File: config.mk
export PLATFORM = sky130hd
export DESIGN_NAME = exibidor_saida_flat
export DESIGN_NICKNAME = d
export VERILOG_FILES = /design/src/rtl/exibidor_saida_if.sv /design/src/rtl/exibidor_saida.sv /design/src/flat_wrapper.sv
export SDC_FILE = /design/constraint.sdc
export NUM_CORES = 1
export LEC_CHECK = 0
export CORE_UTILIZATION = 30
export CTS_BUF_LIST = sky130_fd_sc_hd__clkbuf_4
export DETAILED_ROUTE_END_ITERATION = 12
export PLACE_DENSITY = 0.53
export SYNTH_ARGS = -nofsm -noshare
export SYNTH_HDL_FRONTEND = slang
export SYNTH_SLANG_ARGS = --single-unit
export TNS_END_PERCENT = 20
File: constraint.sdc
create_clock -name clk -period 4.4 [get_ports clk]
set_clock_uncertainty 0.15 [all_clocks]
set_input_delay 0.66 -clock clk [delete_from_list [all_inputs] [get_ports clk]]
set_output_delay 0.66 -clock clk [all_outputs]
set_load 0.01 [all_outputs]
File: src/rtl/exibidor_saida_if.sv
// Value/display bundle between the calculator output register and exibidor_saida.
// master drives valor; slave (the display block) drives the BCD, busy flag and LED pins.
interface exibidor_saida_if;
    logic [7:0]  valor;
    logic [11:0] bcd;
    logic        busy;
    logic [6:0]  seg;
    logic [2:0]  an;

    modport master (output valor, input bcd, busy, seg, an);
    modport slave  (input valor, output bcd, busy, seg, an);
endinterface

File: src/rtl/exibidor_saida.sv
// Converts the 8-bit calculator result to BCD (double dabble, one bit per cycle)
// and multiplexes it onto a 3-digit active-low 7-segment display.
// Optional: define LEADING_ZERO_BLANK_EN to blank leading zeros on hundreds/tens.
module exibidor_saida #(
    parameter int unsigned REFRESH_DIV = 50000
) (
    input  logic             clk,
    input  logic             reset,
    exibidor_saida_if.slave  bus
);

    localparam int unsigned VAL_W  = 8;
    localparam int unsigned BCD_W  = 12;
    localparam int unsigned ITER_W = 3;
    localparam int unsigned CNT_W  = (REFRESH_DIV > 1) ? $clog2(REFRESH_DIV) : 1;

    localparam logic [CNT_W-1:0] CNT_LAST = CNT_W'(REFRESH_DIV - 1);
    localparam logic [6:0]       SEG_OFF  = 7'b1111111;
    localparam logic [6:0]       SEG_ZERO = 7'b1000000;

    typedef enum logic {
        IDLE,
        CONV
    } state_t;

    state_t             state_q, state_d;
    logic [VAL_W-1:0]   cap_q, cap_d;
    logic               force_q, force_d;
    logic [ITER_W-1:0]  iter_q, iter_d;
    logic [BCD_W-1:0]   work_bcd_q, work_bcd_d;
    logic [VAL_W-1:0]   work_bin_q, work_bin_d;
    logic [BCD_W-1:0]   bcd_q, bcd_d;
    logic               busy_q, busy_d;

    logic [CNT_W-1:0]   ref_q, ref_d;
    logic [1:0]         digit_q, digit_d;
    logic [2:0]         an_q, an_d;
    logic [6:0]         seg_q, seg_d;

    logic [BCD_W-2:0]   adj_c;
    logic [3:0]         nib_c;
    logic               blank_c;

    // Add-3 correction on every nibble >= 5; the top bit is dropped by the following shift.
    function automatic logic [BCD_W-2:0] dabble_adj(input logic [BCD_W-1:0] b);
        logic [BCD_W-1:0] t;
        t = b;
        for (int i = 0; i < 3; i++) begin
            if (t[i*4 +: 4] >= 4'd5) begin
                t[i*4 +: 4] = t[i*4 +: 4] + 4'd3;
            end
        end
        return t[BCD_W-2:0];
    endfunction

    function automatic logic [6:0] seg_decode(input logic [3:0] n);
        logic [6:0] s;
        case (n)
            4'd0:    s = 7'b1000000;
            4'd1:    s = 7'b1111001;
            4'd2:    s = 7'b0100100;
            4'd3:    s = 7'b0110000;
            4'd4:    s = 7'b0011001;
            4'd5:    s = 7'b0010010;
            4'd6:    s = 7'b0000010;
            4'd7:    s = 7'b1111000;
            4'd8:    s = 7'b0000000;
            4'd9:    s = 7'b0010000;
            default: s = SEG_OFF;
        endcase
        return s;
    endfunction

    assign adj_c = dabble_adj(work_bcd_q);

    // Conversion FSM: capture on change/force, then eight shift-and-correct steps.
    always_comb begin
        state_d    = state_q;
        cap_d      = cap_q;
        force_d    = force_q;
        iter_d     = iter_q;
        work_bcd_d = work_bcd_q;
        work_bin_d = work_bin_q;
        bcd_d      = bcd_q;
        busy_d     = busy_q;

        case (state_q)
            IDLE: begin
                if ((bus.valor != cap_q) || force_q) begin
                    cap_d      = bus.valor;
                    force_d    = 1'b0;
                    iter_d     = '0;
                    work_bin_d = bus.valor;
                    work_bcd_d = '0;
                    busy_d     = 1'b1;
                    state_d    = CONV;
                end
            end
            CONV: begin
                {work_bcd_d, work_bin_d} = {adj_c, work_bin_q, 1'b0};
                iter_d = iter_q + ITER_W'(1);
                if (iter_q == ITER_W'(7)) begin
                    bcd_d   = {adj_c, work_bin_q[VAL_W-1]};
                    busy_d  = 1'b0;
                    state_d = IDLE;
                end
            end
            default: state_d = IDLE;
        endcase
    end

    // Digit select for the currently scanned position.
    always_comb begin
        nib_c   = bcd_q[3:0];
        blank_c = 1'b0;
        an_d    = 3'b110;
        case (digit_q)
            2'd1: begin
                nib_c = bcd_q[7:4];
                an_d  = 3'b101;
`ifdef LEADING_ZERO_BLANK_EN
                blank_c = (bcd_q[11:8] == 4'd0) && (bcd_q[7:4] == 4'd0);
`endif
            end
            2'd2: begin
                nib_c = bcd_q[11:8];
                an_d  = 3'b011;
`ifdef LEADING_ZERO_BLANK_EN
                blank_c = (bcd_q[11:8] == 4'd0);
`endif
            end
            default: begin
                nib_c = bcd_q[3:0];
                an_d  = 3'b110;
            end
        endcase
        seg_d = blank_c ? SEG_OFF : seg_decode(nib_c);
    end

    // Refresh divider: each digit stays enabled for REFRESH_DIV cycles.
    always_comb begin
        ref_d   = ref_q + CNT_W'(1);
        digit_d = digit_q;
        if (ref_q == CNT_LAST) begin
            ref_d   = '0;
            digit_d = (digit_q == 2'd2) ? 2'd0 : digit_q + 2'd1;
        end
    end

    always_ff @(posedge clk) begin
        if (reset) begin
            state_q    <= IDLE;
            cap_q      <= '0;
            force_q    <= 1'b1;
            iter_q     <= '0;
            work_bcd_q <= '0;
            work_bin_q <= '0;
            bcd_q      <= '0;
            busy_q     <= 1'b0;
            ref_q      <= '0;
            digit_q    <= 2'd0;
            an_q       <= 3'b110;
            seg_q      <= SEG_ZERO;
        end else begin
            state_q    <= state_d;
            cap_q      <= cap_d;
            force_q    <= force_d;
            iter_q     <= iter_d;
            work_bcd_q <= work_bcd_d;
            work_bin_q <= work_bin_d;
            bcd_q      <= bcd_d;
            busy_q     <= busy_d;
            ref_q      <= ref_d;
            digit_q    <= digit_d;
            an_q       <= an_d;
            seg_q      <= seg_d;
        end
    end

    assign bus.bcd  = bcd_q;
    assign bus.busy = busy_q;
    assign bus.an   = an_q;
    assign bus.seg  = seg_q;

endmodule
File: src/flat_wrapper.sv
// flat-port wrapper written by rule: the top's interface ports become plain ports
module exibidor_saida_flat 
#(
    parameter int unsigned REFRESH_DIV = 50000
)
  (clk, reset, bus_valor, bus_bcd, bus_busy, bus_seg, bus_an);
  exibidor_saida_if bus_i ();
  input  logic clk;
  input  logic reset;
  input wire logic [$bits(bus_i.valor)-1:0] bus_valor;
  output wire logic [$bits(bus_i.bcd)-1:0] bus_bcd;
  output wire logic [$bits(bus_i.busy)-1:0] bus_busy;
  output wire logic [$bits(bus_i.seg)-1:0] bus_seg;
  output wire logic [$bits(bus_i.an)-1:0] bus_an;
  assign bus_i.valor = bus_valor;
  assign bus_bcd = bus_i.bcd;
  assign bus_busy = bus_i.busy;
  assign bus_seg = bus_i.seg;
  assign bus_an = bus_i.an;
  exibidor_saida #(.REFRESH_DIV(REFRESH_DIV)) u_core (.clk(clk), .reset(reset), .bus(bus_i));
endmodule
==> out/qor.yml <==
clock_tree:
  cts-resized-gates: 0
  cts_root_buf: "clkbuf_4"
  clkTransAtPathRegs_ns: 0.13
  numCtsBuffers: 9
  clock_path_buffers: 2
  htreeDepth: 3
  cts_tree: "built"
  cts_hold_buf: 0
  cts_setup_buffers: 0
  cts.sinks: 74
  clock_latency_ns: 0.41
timing:
  grt_setup_unrepaired: "false"
  finalSetupTns_ns: 0
  hold_violations: 0
  clock.fmax_ghz: 0.398
  finalCritPeriodShare: 0.572
  setup_violations: 0
  final.min_clock_period_ns: 2.51
  relSlewSlack: 0.243
  slew_violations: 0
  worst_pin_slew_ns: 1.14
floorplan:
  initial_core_util: 0.307
  pin_count: 33
  die-area_sq_um: 11500
  fp.dieW_um: 107
  core_area_sq_um: 10800
  die_h_um: 107
  fp-row-count: 38
route:
  antenna_left: 0
  drc_errors: 1
  wl_mm: 6.77
  drtPass1Iterations: 8
  vias: 2612
  via_per_inst: 4.75
  first_iter_violations: 126
  routedWlPerCell_um: 12.3
final_layout:
  fillCellCount: 1146
  antenna_cells: 0
  fin_cells: 550
  fin_nets: 431
  drive_gt1_frac: 0.0561
  area_delta_synth_final_pct: 17.1
synthesis:
  synth_edf_count: 0
  synth_area_sq_um: 3330
  yosysMostFrequentCell: "dfxtp_1"
  synthTopCellsByCount: "dfxtp_1 (74), nor2_1 (43), a21oi_1 (35)"
  syn-num-nets: 403
  synth_warnings: 0
  ys_ff_latch: 74
  synthArstFlopShare: 0
  syn_inst: 377
  yosysTopAreaCellShare: 0.445
  yosysSeqAreaShare: 0.445
  yosysTopAreaCell: "dfxtp_1"
  yosysUniqueCellTypes: 40
  synthFlopType: "dfxtp_1"
  synthTopCellsByArea: "dfxtp_1 (45%), ha_1 (6.0%), mux2i_1 (5.4%)"
  syn_area_per_cell_sq_um: 8.82
power_and_ir_drop:
  p_per_area_nw_per_um2: 305
  irDropWorstVdd_v: 0.000183
  leakagePower_nw: 1.43
  swShare: 0.248
  p_int_w: 0.000893
  power_frac_seq: 0.584
  power_frac_clock: 0.358
  switchingPower_w: 0.000294
  pwr-share-comb: 0.058
critical_path:
  path_class: "primary input to register"
  cp.required_ns: 4.51
  cp.arrival_ns: 2.62
  crit_path_end_kind: "register"
  critPathLaunchType: "primary input"
  crit_path_max_fanout: 22
place:
  placedCellCount: 534
  placement.io_buffers: 32
  place.detailed.hpwl_mm: 4.68
  gp_congestion: 0.771
global_route:
  grt_pass1_wl_mm: 11.6
  gr-total-overflow: 0
  grt_pass1_vias: 2493
  track_usage: 0.126
  grt_max_degree: 38
  antenna_found_initial: 0
hold_path:
  hp-class: "register to register"
run_status:
  violations: "design-rule violations"
  status: "complete, but fails checks"
job:
  cap_violations: 0
==> kinds of logic after synthesis <==
| kind of cell | share of synthesized area |
|---|---|
| flops | 0.445 |
| simple gates | 0.192 |
| fa+ha+maj | 0.0602 |
| buf+inv | 0.0425 |
| compound gates | 0.143 |
| mux | 0.0542 |
| xor+xnor | 0.0632 |
==> power by group through the flow <==
stage / logic [W] / clock network [W] / registers, W
2_1_floorplan: 0.0000459 / 0 / 0.000707
3_3_place_gp: 0.0000678 / 0 / 0.000709
3_5_place_dp: 0.0000688 / 0 / 0.000709
4_1_cts: 0.0000688 / 0.000445 / 0.000694
5_1_grt: 0.0000771 / 0.000474 / 0.000696
6_report: 0.0000687 / 0.000425 / 0.000694
==> routing by layer <==
metal | vias to the layer above | part of all wire | GRT usage
met5 | - | 0 | 0
met4 | 0 | 0.011 | 0.0421
met3 | 9 | 0.042 | 0.0454
met2 | 46 | 0.45 | 0.201
met1 | 1198 | 0.50 | 0.158
li1 | 1359 | - | -
==> through the flow <==
stage / setup WS, ns / hold slack (ns) / total power (W) / util / cell area [sq um]
floorplan: 2.33 / 0.268 / 0.000753 / - / 3330
global placement: 1.54 / 0.280 / 0.000777 / 0.346 / 3750
detailed placement: 1.45 / 0.293 / 0.000777 / 0.346 / 3750
CTS: 1.92 / 0.313 / 0.00121 / 0.359 / 3890
global route: 1.75 / 0.331 / 0.00125 / 0.359 / 3890
finish: 1.89 / 0.308 / 0.00119 / 0.359 / 3890
==> final cells by class <==
type                    instances  area [sq um]  share of cell area
inverters                      13          48.8              0.0125
repair buffers                 35           343              0.0880
clock buffers                  10          75.1              0.0193
multi-input cells             272          1700               0.437
clock inverters                 6          67.6              0.0174
well taps                     140           175              0.0450
flip-flops and latches         74          1480               0.380
==> worst max-delay path, cell delays in order <==
cell	delay, ns
clkdlybuf4s50_1	0.45
xor2_1	0.17
nor4_2	0.32
and3_1	0.36
buf_4	0.33
mux2i_1	0.22
a211oi_1	0.08
==> placed cells by master (no fill, tap or decap), types with 3 or more instances in the layout <==
cell             netlist  final
nand2b_1               9      9
buf_4                  0      3
a22oi_1                4      4
dfxtp_1               74     74
a21oi_1               35     35
mux2i_1               18     18
xnor2_1                9      9
o21ai_0               12     12
xor2_1                15     15
nand3_1               26     26
a22o_1                 6      6
a211oi_1               8      8
nor3_1                 4      4
nor2_1                43     43
clkdlybuf4s50_1        0     32
ha_1                  16     16
clkbuf_4               0     10
a21o_1                 3      3
inv_1                 13     13
a31oi_1                4      4
nor2b_1                3      3
nand2_1               34     34
==> path summary, 6_finish.rpt <==
kind	from	endpoint	slack (ns)	cells past startpoint
setup reg to reg	u_core.digit_q[0]$_SDFFE_PP0N_	u_core.bus.seg[3]$_SDFF_PP0_	2.08	7
hold / removal	u_core.ref_q[0]$_SDFF_PP0_	u_core.ref_q[0]$_SDFF_PP0_	0.31	1
setup / recovery	bus_valor[4]	u_core.work_bin_q[2]$_SDFFE_PP0P_	1.89	7
hold reg to reg	u_core.ref_q[0]$_SDFF_PP0_	u_core.ref_q[0]$_SDFF_PP0_	0.31	1
==> flip-flops by register name, indices dropped and copies added (netlist names) <==
register and cells:
u_core.work_bin_q 8, u_core.ref_q 16, u_core.work_bcd_q 12, u_core.iter_q 3
u_core.digit_q 2, u_core.bus.seg 7, u_core.bus.an 3, u_core.bus.busy 1
u_core.state_q 1, u_core.bus.bcd 12, u_core.cap_q 8, u_core.force_q 1
Power figures use the tool's default switching activity.
